==> src/rtl/big_core_fpga_io_if.sv <==
// ---------------------------------------------------------------------------
// big_core_fpga_io_if
//
// CR-memory side of the board I/O block.
//
// Contents:
//   fpga_out  t_fpga_out  SEG7_0..SEG7_5 (8 bits each) and LED (10 bits),
//                         produced by the CR memory
//   btn_clr   1           clear pulse for sticky button flags
//   Button_0  1           debounced key 0, active-high
//   Button_1  1           debounced key 1, active-high
//   Switch    10          debounced slide switches
//
// Modports:
//   master  the CR memory: drives fpga_out and btn_clr, reads the inputs
//   slave   the I/O block: reads fpga_out and btn_clr, drives the inputs
// ---------------------------------------------------------------------------
interface big_core_fpga_io_if;

    typedef struct packed {
        logic [7:0] SEG7_0;
        logic [7:0] SEG7_1;
        logic [7:0] SEG7_2;
        logic [7:0] SEG7_3;
        logic [7:0] SEG7_4;
        logic [7:0] SEG7_5;
        logic [9:0] LED;
    } t_fpga_out;

    t_fpga_out  fpga_out;
    logic       btn_clr;
    logic       Button_0;
    logic       Button_1;
    logic [9:0] Switch;

    modport master (
        output fpga_out,
        output btn_clr,
        input  Button_0,
        input  Button_1,
        input  Switch
    );

    modport slave (
        input  fpga_out,
        input  btn_clr,
        output Button_0,
        output Button_1,
        output Switch
    );

endinterface

==> src/rtl/big_core_fpga_io.sv <==
// ---------------------------------------------------------------------------
// big_core_fpga_io
//
// Board-side end of the control-register interface.
//
// Input path : raw keys and slide switches are (optionally) inverted,
//              passed through 2-flop synchronizers and debounced bit by bit,
//              then presented to the CR memory as Button_0/Button_1/Switch.
// Output path: the fpga_out structure from the CR memory is registered onto
//              the seven-segment and LED pins with one cycle of latency.
//
// Ports:
//   Clk      in   core clock
//   Rst_n    in   asynchronous active-low reset
//   KEY_0    in   raw board key 0 (asynchronous to Clk)
//   KEY_1    in   raw board key 1 (asynchronous to Clk)
//   SW       in   raw slide switches [9:0] (asynchronous to Clk)
//   cr       if   CR-memory side (slave modport): fpga_out, btn_clr in;
//                 Button_0, Button_1, Switch out
//   HEX0..5  out  seven-segment pins, segment[6:0] plus dp[7]
//   LEDR     out  LED pins [9:0]
//
// Parameters:
//   DEB_CYC      cycles a synchronized input must differ from its stable
//                value before the stable value follows it (>= 1)
//   KEY_ACT_LOW  1: raw keys are active-low and are inverted on entry
//   SEG_ACT_LOW  1: HEX pins are the bitwise inverse of the SEG7 fields
//
// Optional feature (compile-time macro CR_IO_BTN_STICKY_EN):
//   Button_0/Button_1 become sticky press flags, set on a 0->1 edge of the
//   debounced key and cleared the cycle after btn_clr; set wins over clear.
//   Without the macro the buttons follow the debounced level directly.
// ---------------------------------------------------------------------------
module big_core_fpga_io #(
    parameter int DEB_CYC     = 500000,
    parameter int KEY_ACT_LOW = 1,
    parameter int SEG_ACT_LOW = 1
) (
    input  logic                    Clk,
    input  logic                    Rst_n,
    input  logic                    KEY_0,
    input  logic                    KEY_1,
    input  logic [9:0]              SW,
    big_core_fpga_io_if.slave       cr,
    output logic [7:0]              HEX0,
    output logic [7:0]              HEX1,
    output logic [7:0]              HEX2,
    output logic [7:0]              HEX3,
    output logic [7:0]              HEX4,
    output logic [7:0]              HEX5,
    output logic [9:0]              LEDR
);

    // Counter width is derived from DEB_CYC.
    localparam int                CNT_W     = $clog2(DEB_CYC + 1);
    localparam int                N_IN      = 12;
    localparam logic [CNT_W-1:0]  CNT_MAX   = CNT_W'(DEB_CYC - 1);
    localparam logic [7:0]        HEX_BLANK = (SEG_ACT_LOW != 0) ? 8'hFF : 8'h00;

    // -----------------------------------------------------------------------
    // Input conditioning
    // Bit map of the 12 conditioned inputs: [0] key 0, [1] key 1,
    // [11:2] switches 9..0.
    // -----------------------------------------------------------------------
    logic [1:0]       key_w;
    logic [N_IN-1:0]  raw_w;

    assign key_w = (KEY_ACT_LOW != 0) ? ~{KEY_1, KEY_0} : {KEY_1, KEY_0};
    assign raw_w = {SW, key_w};

    logic [N_IN-1:0]  sync1_q;
    logic [N_IN-1:0]  sync2_q;
    logic [N_IN-1:0]  stable_q;
    logic [N_IN-1:0]  stable_d;
    logic [CNT_W-1:0] cnt_q [N_IN];
    logic [CNT_W-1:0] cnt_d [N_IN];

    generate
        for (genvar gi = 0; gi < N_IN; gi++) begin : g_deb
            logic differ_w;
            logic done_w;

            // The count only advances while the synchronized level disagrees
            // with the stable one; any agreement (including a glitch that
            // returns) restarts it from zero.
            assign differ_w     = sync2_q[gi] ^ stable_q[gi];
            assign done_w       = differ_w && (cnt_q[gi] == CNT_MAX);
            assign stable_d[gi] = done_w ? sync2_q[gi] : stable_q[gi];
            assign cnt_d[gi]    = (!differ_w || done_w) ? '0
                                                        : cnt_q[gi] + CNT_W'(1);

            always_ff @(posedge Clk or negedge Rst_n) begin
                if (!Rst_n) begin
                    sync1_q[gi]  <= 1'b0;
                    sync2_q[gi]  <= 1'b0;
                    stable_q[gi] <= 1'b0;
                    cnt_q[gi]    <= '0;
                end else begin
                    sync1_q[gi]  <= raw_w[gi];
                    sync2_q[gi]  <= sync1_q[gi];
                    stable_q[gi] <= stable_d[gi];
                    cnt_q[gi]    <= cnt_d[gi];
                end
            end
        end
    endgenerate

    assign cr.Switch = stable_q[11:2];

    // -----------------------------------------------------------------------
    // Buttons
    // -----------------------------------------------------------------------
`ifdef CR_IO_BTN_STICKY_EN
    logic [1:0] sticky_q;
    logic [1:0] sticky_d;
    logic [1:0] rise_w;

    // Rise is taken from the next-state so the flag sets on the same edge
    // that the debounced level goes high.
    assign rise_w   = stable_d[1:0] & ~stable_q[1:0];
    assign sticky_d = rise_w | (sticky_q & ~{2{cr.btn_clr}});

    always_ff @(posedge Clk or negedge Rst_n) begin
        if (!Rst_n) begin
            sticky_q <= 2'b00;
        end else begin
            sticky_q <= sticky_d;
        end
    end

    assign cr.Button_0 = sticky_q[0];
    assign cr.Button_1 = sticky_q[1];
`else
    logic unused_btn_clr;

    assign unused_btn_clr = cr.btn_clr;
    assign cr.Button_0    = stable_q[0];
    assign cr.Button_1    = stable_q[1];
`endif

    // -----------------------------------------------------------------------
    // Output path: one register stage, polarity adapted for the display.
    // -----------------------------------------------------------------------
    logic [7:0] seg_w [6];
    logic [7:0] hex_q [6];
    logic [7:0] hex_d [6];
    logic [9:0] led_q;

    assign seg_w[0] = cr.fpga_out.SEG7_0;
    assign seg_w[1] = cr.fpga_out.SEG7_1;
    assign seg_w[2] = cr.fpga_out.SEG7_2;
    assign seg_w[3] = cr.fpga_out.SEG7_3;
    assign seg_w[4] = cr.fpga_out.SEG7_4;
    assign seg_w[5] = cr.fpga_out.SEG7_5;

    generate
        for (genvar gi = 0; gi < 6; gi++) begin : g_hex
            assign hex_d[gi] = (SEG_ACT_LOW != 0) ? ~seg_w[gi] : seg_w[gi];

            always_ff @(posedge Clk or negedge Rst_n) begin
                if (!Rst_n) begin
                    hex_q[gi] <= HEX_BLANK;
                end else begin
                    hex_q[gi] <= hex_d[gi];
                end
            end
        end
    endgenerate

    always_ff @(posedge Clk or negedge Rst_n) begin
        if (!Rst_n) begin
            led_q <= '0;
        end else begin
            led_q <= cr.fpga_out.LED;
        end
    end

    assign HEX0 = hex_q[0];
    assign HEX1 = hex_q[1];
    assign HEX2 = hex_q[2];
    assign HEX3 = hex_q[3];
    assign HEX4 = hex_q[4];
    assign HEX5 = hex_q[5];
    assign LEDR = led_q;

endmodule

==> src/flat_wrapper.sv <==
// flat-port wrapper written by rule: the top's interface ports become plain ports
module big_core_fpga_io_flat 
#(
    parameter int DEB_CYC     = 500000,
    parameter int KEY_ACT_LOW = 1,
    parameter int SEG_ACT_LOW = 1
)
  (Clk, Rst_n, KEY_0, KEY_1, SW, HEX0, HEX1, HEX2, HEX3, HEX4, HEX5, LEDR, cr_fpga_out, cr_btn_clr, cr_Button_0, cr_Button_1, cr_Switch);
  big_core_fpga_io_if cr_i ();
  input  logic Clk;
  input  logic Rst_n;
  input  logic KEY_0;
  input  logic KEY_1;
  input  logic [9:0] SW;
  output logic [7:0] HEX0;
  output logic [7:0] HEX1;
  output logic [7:0] HEX2;
  output logic [7:0] HEX3;
  output logic [7:0] HEX4;
  output logic [7:0] HEX5;
  output logic [9:0] LEDR;
  input wire logic [$bits(cr_i.fpga_out)-1:0] cr_fpga_out;
  input wire logic [$bits(cr_i.btn_clr)-1:0] cr_btn_clr;
  output wire logic [$bits(cr_i.Button_0)-1:0] cr_Button_0;
  output wire logic [$bits(cr_i.Button_1)-1:0] cr_Button_1;
  output wire logic [$bits(cr_i.Switch)-1:0] cr_Switch;
  assign cr_i.fpga_out = cr_fpga_out;
  assign cr_i.btn_clr = cr_btn_clr;
  assign cr_Button_0 = cr_i.Button_0;
  assign cr_Button_1 = cr_i.Button_1;
  assign cr_Switch = cr_i.Switch;
  big_core_fpga_io #(.DEB_CYC(DEB_CYC), .KEY_ACT_LOW(KEY_ACT_LOW), .SEG_ACT_LOW(SEG_ACT_LOW)) u_core (.Clk(Clk), .Rst_n(Rst_n), .KEY_0(KEY_0), .KEY_1(KEY_1), .SW(SW), .cr(cr_i), .HEX0(HEX0), .HEX1(HEX1), .HEX2(HEX2), .HEX3(HEX3), .HEX4(HEX4), .HEX5(HEX5), .LEDR(LEDR));
endmodule
==> config.mk <==
export PLATFORM = sky130hd
export DESIGN_NAME = big_core_fpga_io_flat
export DESIGN_NICKNAME = d
export VERILOG_FILES = /design/src/rtl/big_core_fpga_io_if.sv /design/src/rtl/big_core_fpga_io.sv /design/src/flat_wrapper.sv
export SDC_FILE = /design/constraint.sdc
export NUM_CORES = 1
export LEC_CHECK = 0
export BUFFER_PORTS_ARGS = -buffer_cell sky130_fd_sc_hd__buf_2
export CAP_MARGIN = 10
export CORE_MARGIN = 5
export CORE_UTILIZATION = 40
export CTS_BUF_LIST = sky130_fd_sc_hd__clkbuf_8
export DETAILED_ROUTE_END_ITERATION = 10
export SLEW_MARGIN = 30
export SYNTH_ARGS = -nofsm -noshare
export SYNTH_HDL_FRONTEND = slang
export SYNTH_SLANG_ARGS = --single-unit
export TNS_END_PERCENT = 30
==> constraint.sdc <==
create_clock -name Clk -period 2.2 [get_ports Clk]
set_input_delay 0.22 -clock Clk [delete_from_list [all_inputs] [get_ports Clk]]
set_output_delay 0.22 -clock Clk [all_outputs]
set_load 0.02 [all_outputs]
==> impl_results.rst <==
.. list-table::
   :header-rows: 1

   * - Metric
     - Value
   * - Per-cell routed wire length
     - 13.4 microns
   * - Switching power share of the total
     - 23.0%
   * - Layout cells sized above 1
     - 20.9%
   * - Number of buffers inserted during clock tree synthesis
     - 56
   * - Leakage power of the design
     - 7.61 nW
   * - Maximum operating frequency
     - 483 MHz
   * - Number of violations reported at the end of detailed-routing iteration 0
     - 498
   * - First-pass GRT wire length
     - 50700 microns
   * - Power, Total
     - 0.0127 W
   * - Count of clock tree sinks
     - 322
   * - Later-pin clock latency in the skew report
     - 630 ps
   * - Final RePlAce weighted congestion
     - 0.818
   * - Final setup violation count
     - 0
   * - Cell-internal power
     - 0.00977 W
   * - Clock slew at reported path FFs
     - 60 ps
   * - Worst setup SP type
     - register
   * - Share of the synthesized area in the top cell type
     - 47.9%
   * - Fraction of registers with async set/reset
     - 100%
   * - Number of rows created at floorplan
     - 69
   * - Commonest cells in the synthesized netlist
     - 274 x dfrtp_1, 206 x nor2_1, 97 x xnor2_1
   * - Post-synthesis instance area
     - 0.0143 sq mm
   * - Worst Setup Path Type
     - reg2reg
   * - Number of gates given a new drive strength after cts
     - 0
   * - Number of flops mapped to enable cells by yosys
     - 0
   * - Final Max Slew Viols
     - 0
   * - Routed via count divided by cell count
     - 4.96
   * - Area of the die
     - 0.0397 sq mm
   * - Clock period minus worst slack
     - 2070 ps
   * - Antenna violations before repair
     - 0
   * - Worst voltage drop across the vdd grid
     - 0.000489 V
   * - Total wirelength of the detailed-routed design
     - 28800 microns
   * - Power density over cell area
     - 715 mW/mm^2
   * - Endpoint arrival time on the critical path
     - 2560 ps
   * - Leading area contributor after synthesis
     - dfrtp_1
   * - Fin Setup TNS
     - 0 ps
   * - Class of the most critical hold timing path
     - in2async
   * - Overall global routing resource usage
     - 14.9%
   * - # Max-Cap Violations
     - 0
   * - Port-buffer cells
     - 141
   * - DRC
     - 0
   * - Worst-margin pin slew
     - 619 ps
   * - Smallest hold slack
     - 97.5 ps
   * - Post-route fraction of the period consumed by the critical path
     - 94.2%
   * - Core outline area
     - 0.0355 sq mm
   * - Net switching power figure
     - 0.00291 W
   * - Number of antenna cells inserted
     - 0
   * - Part of the total power dissipated in combinational logic
     - 5.2%
   * - Final Worst Setup Slack
     - 128 ps
   * - Critical path data required time
     - 2690 ps
   * - Count of pins on the block boundary
     - 143
   * - DIE WIDTH
     - 199 microns
   * - Share of total power in sequential cells
     - 48.7%
   * - Synth warnings
     - 0
   * - Placement Setup Slack
     - 161 ps
   * - Detailed-route via count
     - 10700
   * - Clock tree buffer depth
     - 3
   * - Count of hold-fix buffers inserted at cts
     - 71
   * - Number of instances in the synthesized netlist
     - 1366
   * - Result of the run
     - complete, no violations
   * - Initial core utilization
     - 40.3%
   * - Count of buffers added by post-CTS timing repair for setup
     - 0
   * - Sequential-to-total area share from yosys stat
     - 56.7%
   * - CTS tree
     - yes
   * - Root buffer selected by CTS
     - clkbuf_8
   * - Global route total overflow
     - 0
   * - Number of different library cells in the post-synthesis netlist
     - 47
   * - H-tree lvl count
     - 2
   * - Type of element capturing the critical path
     - register
   * - Via count of the first global-routing pass
     - 11000
   * - Half-perimeter wire length after detailed placement
     - 18800 microns
   * - Main flop type after synthesis
     - dfrtp_1
   * - Mean area per synthesized cell
     - 10.5 sq um
   * - Largest cells by area after synthesis
     - dfrtp_1 48%, dfstp_2 8.8%, xnor2_1 5.9%
   * - Slew Limit Headroom
     - 58.4%
   * - Die height
     - 199 microns
   * - Clk_skew
     - 31.6 ps
   * - Drt pass-1 iters
     - 4
   * - Synthesis-stage register bit count
     - 322
   * - Unrepaired setup endpoints after global routing
     - no
   * - Net count after synthesis
     - 1451
   * - Largest net degree at the start of global routing
     - 70
   * - Most repeated cell in the gate-level netlist after synthesis
     - dfrtp_1
   * - Final ANT Viol Nets
     - 0
   * - Synth-to-layout area growth
     - 24.0%
   * - Number of hold-slack violations in the final timing report
     - 0
   * - Clock network power share
     - 46.1%
   * - # nets final
     - 1730
   * - Top fanout value on the critical path
     - 5
[final timing paths]
path / start / to / slack [ps] / depth (start not counted)
hold reg to reg: u_core.sync1_q[5]$_DFF_PN0_ / u_core.sync2_q[5]$_DFF_PN0_ / 330 / 0
min in group Clk: cr_fpga_out[41] / u_core.HEX2[7]$_DFF_PN1_ / 230 / 3
max in group asynchronous: Rst_n / u_core.HEX4[5]$_DFF_PN1_ / 1370 / 3
setup reg to reg: u_core.cnt_q[63]$_DFF_PN0_ / u_core.cr.Switch[6]$_DFFE_PN0P_ / 130 / 4
setup / recovery: u_core.cnt_q[63]$_DFF_PN0_ / u_core.cr.Switch[6]$_DFFE_PN0P_ / 130 / 4
hold / removal: Rst_n / u_core.cnt_q[204]$_DFF_PN0_ / 100 / 2
[metrics by stage]
stage	utilization (%)	area, sq um	instances
6_report	50.0	17700	2152
5_1_grt	50.0	17700	2152
4_1_cts	50.0	17700	2152
3_5_place_dp	44.5	15800	1977
3_3_place_gp	44.5	15800	1977
2_1_floorplan	-	14300	1366
[registers in the layout, indices dropped and copies added (netlist names)]
name / cells
u_core.HEX1: 8
u_core.LEDR: 10
u_core.HEX2: 8
u_core.cr.Button_1: 1
u_core.cr.Button_0: 1
u_core.sync1_q: 12
u_core.sync2_q: 12
u_core.HEX3: 8
u_core.cnt_q: 228
u_core.HEX5: 8
u_core.HEX4: 8
u_core.HEX0: 8
u_core.cr.Switch: 10
[cells in the final DEF, fill, tap and decap left out, types with 46 or more instances in the layout]
| cell | count |
|---|---|
| nand3_1 | 84 |
| nand2_1 | 77 |
| dlygate4sd3_1 | 71 |
| buf_2 | 140 |
| nor2_1 | 206 |
| inv_1 | 103 |
| dfrtp_1 | 274 |
| dfstp_2 | 48 |
| clkbuf_8 | 68 |
| xor2_1 | 73 |
| nand4_1 | 63 |
| xnor2_1 | 97 |
| a21oi_1 | 46 |
[critical path, cell delays in order, from the launching register on]
cell     delay (ps)
dfrtp_1         430
or4bb_1         500
or4_4           550
nor2_1          110
mux2_2          340
[metal layers]
metal | share of wire [%] | global-route usage, % | up-vias
li1 | - | - | 5310
met2 | 48 | 24.5 | 164
met3 | 4.6 | 3.69 | 44
met1 | 45 | 19.6 | 5165
met5 | 0 | 0 | -
met4 | 1.8 | 4.71 | 0
[kinds of logic (layout without fill, tap and decap cells)]
kind of cell	count (synthesis)	after routing	synth area share (%)
simple gates	636	636	22.9
fa+ha+maj	12	12	1.05
buf+inv	110	435	3.04
flops	322	322	56.7
xor+xnor	170	170	10.4
mux	12	12	0.944
compound gates	104	104	4.90
[area by class of cell]
| class | count | area [sq um] |
|---|---|---|
| clock buffer | 68 | 936 |
| clock inverter | 36 | 298 |
| fill | 3267 | 17700 |
| inverter | 85 | 319 |
| multi-input combinational | 934 | 5750 |
| sequential | 322 | 8120 |
| tap | 461 | 577 |
| timing repair buffer | 246 | 1740 |
[power by group through the flow]
stage | clock (W) | sequential, W | combinational (W)
3_5_place_dp | 0 | 0.00628 | 0.000574
6_report | 0.00585 | 0.00618 | 0.000655
5_1_grt | 0.00639 | 0.00619 | 0.000745
3_3_place_gp | 0 | 0.00628 | 0.000565
4_1_cts | 0.00612 | 0.00618 | 0.000674
2_1_floorplan | 0 | 0.00634 | 0.000180
Power figures use the tool's default switching activity.
